$ cat config.mk
export PLATFORM = sky130hd
export DESIGN_NAME = dm_result_dumper_flat
export DESIGN_NICKNAME = d
export VERILOG_FILES = /design/src/rtl/dm_result_dumper_pkg.sv /design/src/rtl/dm_result_dumper_if.sv /design/src/rtl/dm_result_dumper_watchdog.sv /design/src/rtl/dm_result_dumper.sv /design/src/flat_wrapper.sv
export SDC_FILE = /design/constraint.sdc
export NUM_CORES = 1
export LEC_CHECK = 0
export BUFFER_PORTS_ARGS = -buffer_cell sky130_fd_sc_hd__buf_2
export CAP_MARGIN = 5
export CORE_ASPECT_RATIO = 1.2
export CORE_MARGIN = 10
export CORE_UTILIZATION = 35
export CTS_CLUSTER_SIZE = 20
export DETAILED_ROUTE_END_ITERATION = 8
export PLACE_DENSITY = 0.55
export SLEW_MARGIN = 10
export SYNTH_ARGS = -nofsm -noshare
export SYNTH_HDL_FRONTEND = slang
export SYNTH_SLANG_ARGS = --single-unit
$ cat constraint.sdc
create_clock -name clk -period 2.6 [get_ports clk]
set_input_delay 0.65 -clock clk [delete_from_list [all_inputs] [get_ports clk]]
set_output_delay 0.65 -clock clk [all_outputs]
set_load 0.1 [all_outputs]
$ cat src/rtl/dm_result_dumper_pkg.sv
// Shared definitions for the DM result dumper: FSM state encodings and the
// default end-of-test address/code and result window used by RTL and bench.
package dumper_pkg;

   typedef logic [2:0] state_t;

   localparam state_t ST_RUN   = 3'd0;
   localparam state_t ST_ISSUE = 3'd1;
   localparam state_t ST_WAIT  = 3'd2;
   localparam state_t ST_SEND  = 3'd3;
   localparam state_t ST_DONE  = 3'd4;
   localparam state_t ST_TOUT  = 3'd5;

   localparam int          DEF_ADDR_W       = 14;
   localparam logic [13:0] DEF_SIM_END_ADDR = 14'h3fff;
   localparam logic [31:0] DEF_SIM_END_CODE = 32'hffff_ffff;
   localparam logic [13:0] DEF_TEST_START   = 14'h2000;
   localparam int          DEF_NUM_WORDS    = 64;
   localparam int          DEF_MAX_CYCLES   = 100000;

endpackage

$ cat src/rtl/dm_result_dumper_if.sv
// Result word stream leaving the dumper: valid/ready handshake plus the word,
// its offset from the window start and the running XOR checksum.
interface dm_result_dumper_if #(
   parameter int ADDR_W = 14
) ();

   logic              out_valid;
   logic              out_ready;
   logic [31:0]       out_data;
   logic [ADDR_W-1:0] out_index;
   logic [31:0]       out_csum;

   modport master (
      output out_valid,
      output out_data,
      output out_index,
      output out_csum,
      input  out_ready
   );

   modport slave (
      input  out_valid,
      input  out_data,
      input  out_index,
      input  out_csum,
      output out_ready
   );

endinterface

$ cat src/rtl/dm_result_dumper_watchdog.sv
// Cycle watchdog: counts enabled cycles and flags the cycle in which the count
// reaches MAX_CYCLES-1; the expired flag is sticky. MAX_CYCLES=0 disables it.
module sim_watchdog #(
   parameter int MAX_CYCLES = 100000
) (
   input  logic clk,
   input  logic rst_n,
   input  logic en,
   output logic hit,
   output logic expired
);

   localparam logic [31:0] LIMIT = 32'(MAX_CYCLES - 1);

   logic [31:0] count;

   assign hit = (MAX_CYCLES != 0) && en && (count == LIMIT);

   always_ff @(posedge clk or negedge rst_n) begin
      if (!rst_n) begin
         count   <= '0;
         expired <= 1'b0;
      end else begin
         if (en) begin
            count <= count + 32'd1;
         end
         if (hit) begin
            expired <= 1'b1;
         end
      end
   end

endmodule

$ cat src/rtl/dm_result_dumper.sv
// Snoops CPU stores for the end-of-test code, then halts the CPU, takes over the
// DM read port and streams the result window out over a valid/ready port.
module dm_result_dumper
   import dumper_pkg::*;
#(
   parameter int                ADDR_W       = DEF_ADDR_W,
   parameter logic [ADDR_W-1:0] SIM_END_ADDR = DEF_SIM_END_ADDR,
   parameter logic [31:0]       SIM_END_CODE = DEF_SIM_END_CODE,
   parameter logic [ADDR_W-1:0] TEST_START   = DEF_TEST_START,
   parameter int                NUM_WORDS    = DEF_NUM_WORDS,
   parameter int                MAX_CYCLES   = DEF_MAX_CYCLES
) (
   input  logic                      clk,
   input  logic                      rst_n,
   input  logic [3:0]                cpu_dm_we,
   input  logic [ADDR_W-1:0]         cpu_dm_addr,
   input  logic [31:0]               cpu_dm_wdata,
   output logic                      cpu_halt,
   output logic                      dm_own,
   output logic                      dm_re,
   output logic [ADDR_W-1:0]         dm_addr,
   input  logic [31:0]               dm_rdata,
   dm_result_dumper_if.master        out_if,
   output logic                      done,
   output logic                      timeout
);

   localparam int                LAST_ADDR = int'(TEST_START) + NUM_WORDS - 1;
   localparam logic [ADDR_W-1:0] LAST_IDX  = ADDR_W'(NUM_WORDS - 1);

   // The result window must be non-empty and must not wrap past the top of DM.
   generate
      if (NUM_WORDS < 1 || LAST_ADDR > (2 ** ADDR_W) - 1) begin : g_bad_window
         $error("dm_result_dumper: result window does not fit the DM address space");
      end
   endgenerate

   state_t            state;
   state_t            state_nxt;
   logic [ADDR_W-1:0] index;
   logic [ADDR_W-1:0] index_nxt;
   logic              trigger;
   logic              accept;
   logic              wd_en;
   logic              wd_hit;

   assign trigger = (cpu_dm_we == 4'hf) && (cpu_dm_addr == SIM_END_ADDR) &&
                    (cpu_dm_wdata == SIM_END_CODE);
   assign accept  = (state == ST_SEND) && out_if.out_ready;

   // Masking the enable with the trigger lets a same-cycle trigger beat expiry.
   assign wd_en   = (state == ST_RUN) && !trigger;

   sim_watchdog #(
      .MAX_CYCLES (MAX_CYCLES)
   ) u_watchdog (
      .clk     (clk),
      .rst_n   (rst_n),
      .en      (wd_en),
      .hit     (wd_hit),
      .expired (timeout)
   );

   always_comb begin
      state_nxt = state;
      index_nxt = index;
      case (state)
         ST_RUN: begin
            if (trigger) begin
               state_nxt = ST_ISSUE;
            end else if (wd_hit) begin
               state_nxt = ST_TOUT;
            end
         end
         ST_ISSUE: state_nxt = ST_WAIT;
         ST_WAIT:  state_nxt = ST_SEND;
         ST_SEND: begin
            if (accept) begin
               index_nxt = index + ADDR_W'(1);
               state_nxt = (index == LAST_IDX) ? ST_DONE : ST_ISSUE;
            end
         end
         ST_DONE:  state_nxt = ST_DONE;
         ST_TOUT:  state_nxt = ST_TOUT;
         default:  state_nxt = ST_RUN;
      endcase
   end

   // Outputs are decoded from the next state so they are all registered.
   always_ff @(posedge clk or negedge rst_n) begin
      if (!rst_n) begin
         state            <= ST_RUN;
         index            <= '0;
         cpu_halt         <= 1'b0;
         dm_own           <= 1'b0;
         dm_re            <= 1'b0;
         dm_addr          <= '0;
         out_if.out_valid <= 1'b0;
         out_if.out_data  <= '0;
         out_if.out_csum  <= '0;
         done             <= 1'b0;
      end else begin
         state            <= state_nxt;
         index            <= index_nxt;
         cpu_halt         <= (state_nxt != ST_RUN);
         dm_own           <= (state_nxt != ST_RUN);
         dm_re            <= (state_nxt == ST_ISSUE);
         dm_addr          <= (state_nxt == ST_ISSUE) ? (TEST_START + index_nxt) : '0;
         out_if.out_valid <= (state_nxt == ST_SEND);
         done             <= (state_nxt == ST_DONE);
         if (state == ST_WAIT) begin
            out_if.out_data <= dm_rdata;
         end
         if (accept) begin
            out_if.out_csum <= out_if.out_csum ^ out_if.out_data;
         end
      end
   end

   assign out_if.out_index = index;

endmodule

$ cat src/flat_wrapper.sv
// flat-port wrapper written by rule: the top's interface ports become plain ports
module dm_result_dumper_flat import dumper_pkg::*;
#(
   parameter int                ADDR_W       = DEF_ADDR_W,
   parameter logic [ADDR_W-1:0] SIM_END_ADDR = DEF_SIM_END_ADDR,
   parameter logic [31:0]       SIM_END_CODE = DEF_SIM_END_CODE,
   parameter logic [ADDR_W-1:0] TEST_START   = DEF_TEST_START,
   parameter int                NUM_WORDS    = DEF_NUM_WORDS,
   parameter int                MAX_CYCLES   = DEF_MAX_CYCLES
)
  (clk, rst_n, cpu_dm_we, cpu_dm_addr, cpu_dm_wdata, cpu_halt, dm_own, dm_re, dm_addr, dm_rdata, done, timeout, out_if_out_valid, out_if_out_data, out_if_out_index, out_if_out_csum, out_if_out_ready);
  dm_result_dumper_if #(.ADDR_W(ADDR_W)) out_if_i ();
  input  logic clk;
  input  logic rst_n;
  input  logic [3:0] cpu_dm_we;
  input  logic [ADDR_W-1:0] cpu_dm_addr;
  input  logic [31:0] cpu_dm_wdata;
  output logic cpu_halt;
  output logic dm_own;
  output logic dm_re;
  output logic [ADDR_W-1:0] dm_addr;
  input  logic [31:0] dm_rdata;
  output logic done;
  output logic timeout;
  output wire logic [$bits(out_if_i.out_valid)-1:0] out_if_out_valid;
  output wire logic [$bits(out_if_i.out_data)-1:0] out_if_out_data;
  output wire logic [$bits(out_if_i.out_index)-1:0] out_if_out_index;
  output wire logic [$bits(out_if_i.out_csum)-1:0] out_if_out_csum;
  input wire logic [$bits(out_if_i.out_ready)-1:0] out_if_out_ready;
  assign out_if_out_valid = out_if_i.out_valid;
  assign out_if_out_data = out_if_i.out_data;
  assign out_if_out_index = out_if_i.out_index;
  assign out_if_out_csum = out_if_i.out_csum;
  assign out_if_i.out_ready = out_if_out_ready;
  dm_result_dumper #(.ADDR_W(ADDR_W), .SIM_END_ADDR(SIM_END_ADDR), .SIM_END_CODE(SIM_END_CODE), .TEST_START(TEST_START), .NUM_WORDS(NUM_WORDS), .MAX_CYCLES(MAX_CYCLES)) u_core (.clk(clk), .rst_n(rst_n), .cpu_dm_we(cpu_dm_we), .cpu_dm_addr(cpu_dm_addr), .cpu_dm_wdata(cpu_dm_wdata), .cpu_halt(cpu_halt), .dm_own(dm_own), .dm_re(dm_re), .dm_addr(dm_addr), .dm_rdata(dm_rdata), .out_if(out_if_i), .done(done), .timeout(timeout));
endmodule
-- Word-level counts from Yosys, hierarchy flattened
Cells that the tools add are included.
Widths: inputs -> output; s select.
- equal/unequal tests: 13
- bitwise logic cells: 1
- muxes and demuxes: 8
- reduce and logical (&&, ||, !) cells: 8
- add/subtract/negate cells: 3
- operators with widths (cell ; count):
    $mux 14 ; 3
    $add 32x1->32 const B ; 1
    $eq 32x17->1 const B ; 1
    $eq 32x32->1 const B ; 1
    $xor 32x32->32 ; 1
    $pmux 3 s6 ; 1
    $add 14x1->14 const B ; 1
    $add 14x14->14 const A ; 1
    $eq 14x14->1 const B ; 1
    $eq 14x6->1 const B ; 1
    $mux 3 ; 4
    $eq 3x2->1 const B ; 3
    $eq 3x3->1 const B ; 3
    $eq 3x1->1 const B ; 2
    $logic_and 1x1->1 ; 5
    $eq 4x4->1 const B ; 1
    $logic_not 3->1 ; 1
    $reduce_bool 3->1 ; 1
    $logic_not 1->1 ; 1
- bits in registers: 132
- input port bits: 85
- output and inout bits: 98
- word-level logic and storage cells: 44

-- Logic depth before layout (Yosys ltp)
- depth after elaboration: 11
- mapped depth: 7
- mapped depth without buffers: 6

-- Hierarchy
From an unflattened synthesis, not the netlist that was laid out.
- cell total of the unflattened synthesis: 447
- area, all modules: 5629.1 um2
- by module, submodules not included (module ; area each (um2) ; sequential area each (um2) ; times used ; cells an instance):
    dm_result_dumper ; 4057.6 ; 2477.4 ; 1 ; 308
    sim_watchdog ; 1571.5 ; 825.8 ; 1 ; 139

-- Least setup slack after synthesis
No wires, ideal clock.
- path kind: input to register
- from: input port cpu_dm_wdata[30]
- to: register u_core.dm_addr[10]
- arrival time: 2.502 ns
- setup time: 0.087 ns
- buffers on the path: 2
- data required time: 2.513 ns
- setup slack: 0.011 ns
- cell stages on the path: 7
- path through: nand4_1 or4_4 or4_4 buf_6 a21o_4 buf_8 a211oi_2
- cells in the longest elaborated chain, start to end: 10
- RTL lines (what ; line ; text):
    from (decl) ; flat_wrapper.sv:17 ; input logic [31:0] cpu_dm_wdata;
    $eq 32x32->1 (*) ; dm_result_dumper.sv:48 ; (cpu_dm_wdata == SIM_END_CODE);
    $logic_and 1x1->1 (*) ; dm_result_dumper.sv:47 ; assign trigger = (cpu_dm_we == 4'hf) && (cpu_dm_addr == SIM_END_ADDR) &&
    $logic_not 1->1 ; dm_result_dumper.sv:52 ; assign wd_en = (state == ST_RUN) && !trigger;
    $logic_and 1x1->1 ; dm_result_dumper.sv:52 ;
    $logic_and 1x1->1 ; dm_result_dumper_watchdog.sv:17 ; assign hit = (MAX_CYCLES != 0) && en && (count == LIMIT);
    $mux 3 ; dm_result_dumper.sv:71 ; end else if (wd_hit) begin
    $mux 3 (*) ; dm_result_dumper.sv:69 ; if (trigger) begin
    $pmux 3 s6 (*) ; dm_result_dumper.sv:67 ; case (state)
    $eq 3x1->1 (*) ; dm_result_dumper.sv:108 ; dm_addr <= (state_nxt == ST_ISSUE) ? (TEST_START + index_nxt) : '0;
    $mux 14 (*) ; dm_result_dumper.sv:108 ;
    to (signal assigned) ; dm_result_dumper.sv:108 ;
    to (decl) ; dm_result_dumper.sv:21 ; output logic [ADDR_W-1:0] dm_addr,
Mark *: on every way between the ends. The rest lies on a longest branch, timed or not.
A chain may end at the register's enable or synchronous reset.

-- Worst setup path after layout
- from: register u_core.state[2]
- to: register u_core.dm_addr[10]
- cells in the longest elaborated chain, start to end: 8
- elaborated cells between the ends (all ways): 18
- classes of those cells: add/sub (1); eq/ne (6); mux (7); reduce/logical (4)
- RTL lines (what ; line ; text):
    from (decl) ; dm_result_dumper.sv:38 ; state_t state;
    from (signal assigned) ; dm_result_dumper.sv:103 ; state <= state_nxt;
    parallel branches: the longest is 7 deep, another holds $add 14x14->14 ; - ;
    $mux 14 (*) ; dm_result_dumper.sv:108 ;
Mark *: on every way between the ends.

==> key figures <==
Outcome
  • Status: completed

Detailed routing
  • Final ANT Viol Nets: 0
  • Final WL: about 15 mm
  • DR iter-0 viols: 208
  • Drt drc: 0
  • Pre-Repair DR Iteration Count: 4
  • Vias/cell: 4.890
  • WL/cell: 16.71 microns
  • Via Count: approximately 4400

Placement
  • # placed instances: between 800 and 900
  • Port Buffer Count: 182
  • Final HPWL DP: 11.56 mm
  • Placer Congestion: 0.8334

Floorplan
  • Placement row count: 51
  • Starting density of the core: 35.44%
  • Die area: 0.02181 sq mm
  • Core ar.: 0.01608 sq mm
  • Die Y-Extent: between 150 and 200 microns
  • Die width: 136.5 microns
  • IO Count: 183

Global routing
  • Grt ovf: 0
  • Pin count of the biggest net entering global routing: 60
  • GRT Util Overall: 14.13%
  • First-pass GRT wire length: 24.65 mm
  • Antenna violations before repair: 0
  • Number of global-route vias before repair: 4774

Synthesis
  • Area leader, netlist: dfrtp_1
  • Yosys top cell area share: 57.96%
  • FF+latch count, synth: 132
  • Area contributors post-synth: dfrtp_1 (58%), xnor2_1 (7.4%), mux2_2 (6.7%)
  • Yosys cell types: between 40 and 50
  • Cell Area, Synth: 0.005699 sq mm
  • Post-synthesis sequential area ratio: approximately 58%
  • Ys Warns: 0
  • Syn_nets: 570
  • Async SR Flop Fraction: between 90% and 100%
  • Most frequent cell after synthesis: dfrtp_1
  • Most used DFF post-synth: dfrtp_1
  • Gate Count Post-Synth: roughly 480
  • Synthesized area per cell: 11.80 sq um
  • Number of synthesized flops with an enable pin: 0
  • Post-synth top cells: dfrtp_1 (132), nand2_1 (55), xnor2_1 (48)

CTS
  • Post CTS Setup Buffer Count: 0
  • Worst-Skew Late Latency: 0.41 ns
  • Num CTS Buffers: 17
  • Worst-path clk slew: 0.06 ns
  • Post-cts repair resize count: 0
  • CTS tree: built
  • Hold-fix buffers, CTS: 0
  • CTS root buf: clkbuf_16
  • CTS H-tree depth: 4
  • Clk buf depth: 2
  • CTS sink count: 132

STA
  • Post-layout min period: about 2.4 ns
  • Hold slack: ~0.13 ns
  • RSZ-0062 raised after global routing: false
  • Slew headroom: 53.92%
  • Worst-Margin Slew: 0.6890 ns
  • Hold Fails Final Rpt: 0
  • Max-slew violations: 0
  • Period utilization: approximately nine tenths
  • Max Clk Rate: 0.4228 GHz
  • Layout Skew: approximately 0.012 ns
  • Setup-failing EPs final: 0

Worst setup path
  • CP max stage cell: or4_1
  • Startpoint Class: flop
  • Critical path peak fanout: 38
  • WP data arrival: 2.63 ns
  • CP Data Required Time: 2.86 ns
  • R2r startpoint: u_core.state[2]
  • Setup crit start: u_core.state[2]
  • Crit-path max cell delay: 0.55 ns
  • Buf/Inv on CP: 1
  • Crit-path leading delay family: simple AND/OR/NAND/NOR gates
  • Critical-path cell list: and4b_1 > buf_4 > nand2_1 > or4_1 > xor2_1 > a211oi_2
  • WS Path Type: flop to flop
  • CP Capture Type: flop

Final layout
  • Nets: 772
  • Area delta synth->final: 33.26%
  • Share of cells above drive strength 1: 40.46%
  • Antenna cells: 0
  • Fin cells: 909

Flow run
  • Max-Cap Viols: 0

Hold path
  • Min-Delay Path Class: input pin to async pin
[worst paths after layout]
kind                                               end  cells past startpoint  slack [ns]
setup / recovery                    u_core.dm_addr[10]                      6        0.23
hold / removal              u_core.out_if.out_csum[15]                      1        0.13
setup reg to reg                    u_core.dm_addr[10]                      6        0.23
hold reg to reg             u_core.out_if.out_csum[10]                      1        0.46
max in group asynchronous  u_core.u_watchdog.count[20]                      2        1.85
min in group clk               u_core.out_if.out_valid                      2        0.44
[layout make-up]
| cell class | instances | area [sq um] |
|---|---|---|
| repair buffers | 202 | 1089 |
| well taps | 212 | 265.3 |
| flip-flops and latches | 132 | 3303 |
| inverters | 17 | 63.81 |
| clock inverters | 12 | 181.4 |
| multi-input cells | 315 | 2250 |
| fillers | 1525 | 8486 |
| clock buffers | 19 | 442.9 |
[sequential cells by signal (all words and copies together), names as in the netlist]
signal / cells
u_core.out_if.out_csum: 32
u_core.out_if.out_index: 14
u_core.done: 1
u_core.state: 3
u_core.cpu_halt: 1
u_core.dm_addr: 14
u_core.u_watchdog.expired: 1
u_core.out_if.out_data: 32
u_core.dm_re: 1
u_core.u_watchdog.count: 32
u_core.out_if.out_valid: 1
[layout by cell type (no fill, tap or decap), drive strengths merged, types with 3 or more instances in the layout]
master    count
buf         202
dfrtp       132
nand2        55
xnor2        48
mux2         34
xor2         28
nand4        26
nor3         19
clkbuf       19
nor4         18
inv          17
nand3        16
a211oi       11
nor2         10
a21oi         8
or4           6
and3          4
o31ai         4
clkinvlp      4
bufinv        4
or2           4
clkinv        4
and2          3
or3           3
[cell families after synthesis]
logic type / synth area share (%)
simple gates: 15.96
flops: 57.96
xor+xnor: 11.68
buf+inv: 2.964
mux: 6.718
compound gates: 4.281
fa+ha+maj: 0.4390
[routing by layer]
metal	track usage [%]	wire length (microns)	vias up	share of wire, %
met5	0	0	-	0
met4	4.365	190	0	1.3
met3	5.618	1281	15	8.4
met2	22.26	6981	169	46
met1	17.28	6732	2162	44
li1	-	-	2099	-
[through the flow]
stage               cell area [sq um]  setup WS (ns)  utilization [%]    TNS, ns
floorplan                        5699        0.01053                -          0
global placement                 6964      -0.006564            43.31  -0.006564
detailed placement               6964       -0.05866            43.31    -0.1333
CTS                              7589         0.1592            47.19          0
global route                     7595        0.07992            47.23          0
finish                           7595         0.2348            47.23          0
Power is left out: the tool's default activity adds up to more than one toggle a clock period on the data nets, which glitch-free logic cannot reach.
